**config.mk**
```make
export PLATFORM = sky130hd
export DESIGN_NAME = musa_alu_mc
export DESIGN_NICKNAME = d
export VERILOG_FILES = /design/src/rtl/musa_alu_pkg.sv /design/src/rtl/musa_alu_iter.sv /design/src/rtl/musa_alu_mc.sv
export SDC_FILE = /design/constraint.sdc
export NUM_CORES = 1
export LEC_CHECK = 0
export CORE_ASPECT_RATIO = 0.6
export CORE_MARGIN = 1
export CORE_UTILIZATION = 56
export DETAILED_ROUTE_END_ITERATION = 8
export PLACE_DENSITY = 0.8
export SLEW_MARGIN = 0
export SYNTH_ARGS = -nofsm -noshare
export SYNTH_HDL_FRONTEND = slang
export SYNTH_SLANG_ARGS = --single-unit
```
**constraint.sdc**
```tcl
create_clock -name clock -period 4.5 [get_ports clock]
set_input_delay 0.9 -clock clock [delete_from_list [all_inputs] [get_ports clock]]
set_output_delay 0.9 -clock clock [all_outputs]
set_load 0.01 [all_outputs]
```
**src/rtl/musa_alu_pkg.sv**
```systemverilog
// Shared op codes, flag encodings and FSM state type for the MUSA multi-cycle ALU.
package musa_alu_pkg;

    localparam logic [3:0] OP_ADD = 4'd0;
    localparam logic [3:0] OP_SUB = 4'd1;
    localparam logic [3:0] OP_AND = 4'd2;
    localparam logic [3:0] OP_OR  = 4'd3;
    localparam logic [3:0] OP_NOT = 4'd4;
    localparam logic [3:0] OP_CMP = 4'd5;
    localparam logic [3:0] OP_MUL = 4'd6;
    localparam logic [3:0] OP_DIV = 4'd7;

    localparam logic [2:0] FLAG_NONE  = 3'b000;
    localparam logic [2:0] FLAG_EQ    = 3'b001;
    localparam logic [2:0] FLAG_EXC   = 3'b010;
    localparam logic [2:0] FLAG_OVF   = 3'b011;
    localparam logic [2:0] FLAG_UNF   = 3'b100;
    localparam logic [2:0] FLAG_ABOVE = 3'b101;
    localparam logic [2:0] FLAG_BELOW = 3'b110;

    typedef enum logic [1:0] {S_IDLE, S_MUL, S_DIV, S_DONE} state_t;

endpackage

```
**src/rtl/musa_alu_iter.sv**
```systemverilog
// Shared iterative datapath: shift-add unsigned multiply and restoring divide.
// lo/hi present the values after the step taken on the coming edge, valid with done.
module musa_alu_iter #(
    parameter int WIDTH = 32
) (
    input  logic             clock,
    input  logic             reset,
    input  logic             start,
    input  logic             is_div,
    input  logic [WIDTH-1:0] op_a,
    input  logic [WIDTH-1:0] op_b,
    output logic             busy,
    output logic             done,
    output logic [WIDTH-1:0] lo,
    output logic [WIDTH-1:0] hi
);

    localparam int CW = $clog2(WIDTH) + 1;
    localparam logic [CW-1:0] LAST = CW'(WIDTH - 1);

    logic [CW-1:0]    count;
    logic             div_mode;
    logic [WIDTH-1:0] acc;
    logic [WIDTH-1:0] quo;
    logic [WIDTH-1:0] divisor;
    logic [WIDTH-1:0] acc_next;
    logic [WIDTH-1:0] quo_next;
    logic [WIDTH:0]   sum;
    logic [WIDTH:0]   shifted;
    logic [WIDTH:0]   diff;

    // The restored remainder is always below the divisor, so WIDTH bits hold it between steps.
    always_comb begin
        sum      = {1'b0, acc} + (quo[0] ? {1'b0, divisor} : '0);
        shifted  = {acc, quo[WIDTH-1]};
        diff     = shifted - {1'b0, divisor};
        acc_next = sum[WIDTH:1];
        quo_next = {sum[0], quo[WIDTH-1:1]};
        if (div_mode) begin
            if (diff[WIDTH]) begin
                acc_next = shifted[WIDTH-1:0];
                quo_next = {quo[WIDTH-2:0], 1'b0};
            end else begin
                acc_next = diff[WIDTH-1:0];
                quo_next = {quo[WIDTH-2:0], 1'b1};
            end
        end
    end

    assign lo   = quo_next;
    assign hi   = acc_next;
    assign done = busy && (count == LAST);

    always_ff @(posedge clock) begin
        if (!reset) begin
            busy     <= 1'b0;
            count    <= '0;
            div_mode <= 1'b0;
            acc      <= '0;
            quo      <= '0;
            divisor  <= '0;
        end else if (start) begin
            busy     <= 1'b1;
            count    <= '0;
            div_mode <= is_div;
            acc      <= '0;
            quo      <= op_a;
            divisor  <= op_b;
        end else if (busy) begin
            acc   <= acc_next;
            quo   <= quo_next;
            count <= count + 1'b1;
            if (count == LAST)
                busy <= 1'b0;
        end
    end

endmodule

```
**src/rtl/musa_alu_mc.sv**
```systemverilog
// Multi-cycle MUSA EX-stage ALU: handshake FSM, single-cycle ops, iterative mul/div.
// state | meaning
// IDLE  | ready, in_ready high
// MUL   | shift-add multiply iterating
// DIV   | restoring divide iterating
// DONE  | result valid, waiting for out_ready
module musa_alu_mc
    import musa_alu_pkg::*;
#(
    parameter int WIDTH = 32
) (
    input  logic             clock,
    input  logic             reset,
    input  logic             in_valid,
    output logic             in_ready,
    input  logic [3:0]       op,
    input  logic [WIDTH-1:0] data_a,
    input  logic [WIDTH-1:0] data_b,
    output logic             out_valid,
    input  logic             out_ready,
    output logic [WIDTH-1:0] result,
    output logic [WIDTH-1:0] result_hi,
    output logic [2:0]       flag
);

    state_t           state;
    logic             accept;
    logic             start_iter;
    logic             iter_busy;
    logic             iter_done;
    logic [WIDTH-1:0] iter_lo;
    logic [WIDTH-1:0] iter_hi;
    logic [WIDTH-1:0] sum_ab;
    logic [WIDTH-1:0] dif_ab;
    logic [WIDTH-1:0] simple_res;
    logic [WIDTH-1:0] simple_hi;
    logic [2:0]       simple_flag;

    assign in_ready   = (state == S_IDLE) && reset;
    assign out_valid  = (state == S_DONE);
    assign accept     = in_valid && in_ready;
    assign start_iter = accept && ((op == OP_MUL) || (op == OP_DIV && data_b != '0));
    assign sum_ab     = data_a + data_b;
    assign dif_ab     = data_a - data_b;

    // Signed overflow direction follows the sign of operand A.
    always_comb begin
        simple_res  = '0;
        simple_hi   = '0;
        simple_flag = FLAG_NONE;
        case (op)
            OP_ADD: begin
                simple_res = sum_ab;
                if (data_a[WIDTH-1] == data_b[WIDTH-1] && sum_ab[WIDTH-1] != data_a[WIDTH-1])
                    simple_flag = data_a[WIDTH-1] ? FLAG_UNF : FLAG_OVF;
            end
            OP_SUB: begin
                simple_res = dif_ab;
                if (data_a[WIDTH-1] != data_b[WIDTH-1] && dif_ab[WIDTH-1] != data_a[WIDTH-1])
                    simple_flag = data_a[WIDTH-1] ? FLAG_UNF : FLAG_OVF;
            end
            OP_AND:  simple_res = data_a & data_b;
            OP_OR:   simple_res = data_a | data_b;
            OP_NOT:  simple_res = ~data_b;
            OP_CMP: begin
                if (data_a == data_b)
                    simple_flag = FLAG_EQ;
                else if (data_a > data_b)
                    simple_flag = FLAG_ABOVE;
                else
                    simple_flag = FLAG_BELOW;
            end
            OP_DIV: begin
                simple_res  = '1;
                simple_hi   = data_a;
                simple_flag = FLAG_EXC;
            end
            default: simple_flag = FLAG_EXC;
        endcase
    end

    musa_alu_iter #(.WIDTH(WIDTH)) u_iter (
        .clock  (clock),
        .reset  (reset),
        .start  (start_iter),
        .is_div (op == OP_DIV),
        .op_a   (data_a),
        .op_b   (data_b),
        .busy   (iter_busy),
        .done   (iter_done),
        .lo     (iter_lo),
        .hi     (iter_hi)
    );

    always_ff @(posedge clock) begin
        if (!reset) begin
            state     <= S_IDLE;
            result    <= '0;
            result_hi <= '0;
            flag      <= FLAG_NONE;
        end else begin
            case (state)
                S_IDLE: begin
                    if (accept) begin
                        if (op == OP_MUL) begin
                            state <= S_MUL;
                        end else if (op == OP_DIV && data_b != '0) begin
                            state <= S_DIV;
                        end else begin
                            state     <= S_DONE;
                            result    <= simple_res;
                            result_hi <= simple_hi;
                            flag      <= simple_flag;
                        end
                    end
                end
                S_MUL, S_DIV: begin
                    if (iter_done || !iter_busy) begin
                        state     <= S_DONE;
                        result    <= iter_lo;
                        result_hi <= iter_hi;
                        flag      <= (state == S_MUL && iter_hi != '0) ? FLAG_OVF : FLAG_NONE;
                    end
                end
                S_DONE: begin
                    if (out_ready)
                        state <= S_IDLE;
                end
                default: state <= S_IDLE;
            endcase
        end
    end

endmodule
```
==> key figures <==
Routing
  • Vias/cell: 6.79
  • TritonRoute pass-1 iters: 6
  • Routed WL per cell: 24.2 um
  • Routed vias: 21000
  • 1st-iter DRT viols: 3001
  • DRC Markers: 0
  • Total Routed Length: 75000 um
  • Antenna-violating nets left: 0

Status
  • Status: finished with violations
  • Failing checks: setup timing

Floorplan
  • Boundary pin count: 141
  • Die area: 31800 sq um
  • Core Rows: 49
  • Die W: 229 um
  • Initial Utilization: 57.5%
  • Core ar.: 30200 sq um
  • Die Ht: 138 um

Logic synthesis
  • Average size of a mapped cell: 7.45 sq um
  • Syn_nets: 2573
  • Post-synthesis mux area share: 5.60%
  • Synth Area in Adders: 12.3%
  • Synth async-reset ratio: 0%
  • Synthesized flop and latch total: 173
  • Mapped Cells: 2333
  • Yosys cell types: 94
  • Main combinational cell family by area after synthesis: compound AO/OA/AOI/OAI gates
  • Warnings from Yosys: 0
  • Synth Area in XOR/XNOR: 2.67%
  • EDFF count, synth: 0
  • Synthesized-area fraction occupied by and/or/nand/nor cells: 21.1%
  • Compound-Gate Fraction of Synth Area: 31.8%
  • Post-synthesis sequential area ratio: 19.9%
  • Main synth FF type: dfxtp_1
  • Synth Cell Area: 17400 sq um

Timing
  • Rel. slew slack: 37.1%
  • Final Max Tran Viols: 0
  • Final setup margin: -63.9 ps
  • Fin. Hold Viols: 0
  • Min Tclk post-route: 4560 ps
  • FMAX: 219 MHz
  • Worst-margin pin slew: 943 ps
  • Final setup vio count: 1
  • Skew final: 14.9 ps
  • Unrepaired setup endpoints after global routing: true
  • Fin crit share: 101%

Cells and area
  • Share of cells above drive strength 1: 18.4%
  • Fill cells: 2376
  • Layout area overhead: 27.8%
  • Design area: 22200 sq um
  • Commonest non-fill, non-tap cell in the layout: buf_4
  • Most frequent cells in the layout: 326 x buf_4, 245 x nand2_1, 205 x nor2_1, 168 x dfxtp_1, 154 x ha_1
  • Fin nets: 2915
  • Antenna diodes: 0

Critical path
  • WP data required: 4840 ps
  • Critical path launch point type: flop
  • Crit Path Class: reg2reg
  • Crit. End Element: flop
  • Reg2reg end: flag[1]
  • Cells on worst reg2reg path: 17
  • Reg-to-Reg Start: u_iter.quo[0]
  • Worst EP arrival: 4910 ps
  • Max FO, Critical Path: 13
  • Reg2reg setup slack: -60 ps

Min path
  • Hold Path Depth: 2
  • Hold path endpoint: u_iter.divisor[0]
  • Worst hold path type: reg2reg
  • HP Start: u_iter.divisor[0]

Placement
  • DP Area: 21200 sq um
  • Final GP Congestion: 1.06
  • PortBufs: 140
  • Final HPWL DP: 56800 um

GRT
  • Largest net degree at the start of global routing: 98
  • Total global-route track usage: 45.4%
  • Initial antenna violation count: 2
  • Global route overflow: 0
  • First-pass GRT wire length: 113000 um
  • Number of global-route vias before repair: 19600

Clock network
  • Clk slew on worst S/H paths: 80 ps
  • CTS buffer count: 17
  • Clock sinks: 173
  • Max Root-Sink Buffers: 2
  • TritonCTS clock tree: built
  • Root buf cell: clkbuf_16
  • Clk_lat worst skew: 470 ps
  • H-Tree Depth: 4

Power and ir drop
  • Sw frac: 44.7%
  • Clock network power share: 20.4%
  • Tot Pwr: 7.64 mW
  • Sequential share of power: 25.9%
  • Power density over the cells: 344 nW/um^2
  • Maximum vdd ir drop: 0.518 mV
  • Sw Pwr: 3.41 mW
  • Part of the power in combinational logic: 53.7%
  • Leak: 9.67 nW
  • Cell-internal power: 4.23 mW

Job
  • Maxcap violations: 0
==> worst max-delay path by stage <==
stage	start	to	slack, ps	depth (start not counted)
CTS	data_a[7]	result[23]	0.07	17
global route	u_iter.quo[0]	flag[1]	-60	18
detailed placement	data_a[7]	result[23]	-470	17
floorplan	u_iter.divisor[9]	flag[1]	410	15
finish	u_iter.quo[0]	flag[1]	-60	17
global placement	data_a[0]	result[30]	-350	19
==> critical path, cell delays in order (launching register included) <==
cell and delay, ps:
dfxtp_2 330, buf_6 150, and2_1 140, ha_1 400, nand2_1 120, nor4_1 540
buf_4 240, o21bai_2 140, a21oi_1 400, buf_4 200, o41ai_4 90, nor3_1 190
o21ai_0 130, o221a_2 150, or3_1 420, or4_4 480, nor4_4 240, nor4b_2 80
==> synth_stat cells (40+ instances only) <==
master | n | area (sq um)
mux2i_1 | 65 | 651
inv_1 | 149 | 559
o221ai_1 | 45 | 394
and2_1 | 69 | 432
a21o_1 | 41 | 308
a21oi_1 | 152 | 761
nand2_1 | 248 | 931
dfxtp_1 | 173 | 3460
clkbuf_1 | 122 | 458
o21ai_0 | 124 | 621
ha_1 | 164 | 2050
a21boi_0 | 45 | 338
nor2_1 | 208 | 781
a221oi_1 | 44 | 385
nand3_1 | 42 | 210
nor3_1 | 40 | 200
==> cells by family after synthesis <==
logic type | count (synthesis)
AOI/OAI and AO/OA | 779
and+or+nand+nor | 769
buffers and inverters | 298
DFF | 173
adders and majority gates | 168
muxes | 93
xor gates and xnor gates | 53
==> power by group through the flow <==
| stage | Sequential (mW) | Clock (mW) | Combinational, mW |
|---|---|---|---|
| after floorplan | 2.04 | 0 | 2.00 |
| after global placement | 1.98 | 0 | 3.75 |
| after detailed placement | 2.00 | 0 | 3.84 |
| after CTS | 1.97 | 1.55 | 3.90 |
| after global routing | 1.99 | 1.61 | 4.31 |
| final | 1.98 | 1.56 | 4.10 |
==> sequential cells by signal, indices dropped and copies added, names as in the netlist <==
signal	cells
u_iter.count	6
u_iter.busy	1
u_iter.quo	32
flag	3
u_iter.acc	32
result_hi	32
u_iter.div_mode	1
state	2
u_iter.divisor	32
result	32
==> stage by stage <==
step	hold WS [ps]	std cells	setup TNS, ps	setup WS, ps	util (%)
after global routing	520	3096	-96.9	-64.1	73.5
final	479	3096	-63.9	-63.9	73.5
after floorplan	452	2333	0	409	-
after CTS	483	3087	0	0.0671	72.3
after global placement	468	3053	-2290	-345	70.1
after detailed placement	473	3053	-3240	-473	70.1
==> routing by layer <==
metal / vias up / GRT usage [%] / wire length [um]
li1: 9287 / - / -
met1: 9906 / 65.0 / 31600
met2: 1614 / 64.4 / 30200
met3: 226 / 12.4 / 10300
met4: 2 / 16.6 / 2860
met5: - / 0 / 13
==> cell type report <==
cell class | count | area, sq um | area share (%)
timing repair buffer | 471 | 3940 | 17.7
sequential | 173 | 3470 | 15.6
clock buffer | 20 | 468 | 2.11
tap | 408 | 510 | 2.30
clock inverter | 12 | 120 | 0.541
inverter | 150 | 563 | 2.53
multi-input combinational | 1862 | 13100 | 59.1
==> repair_timing <==
action | CTS | global route
hold buffers | 0 | 0
gates resized for setup | 10 | 69
setup buffers | 2 | 9
hold endpoints to repair | 0 | 0
pin swaps | 1 | 21
endpoints found under the setup margin | 2 | 12
(Power assumes the default switching activity.)
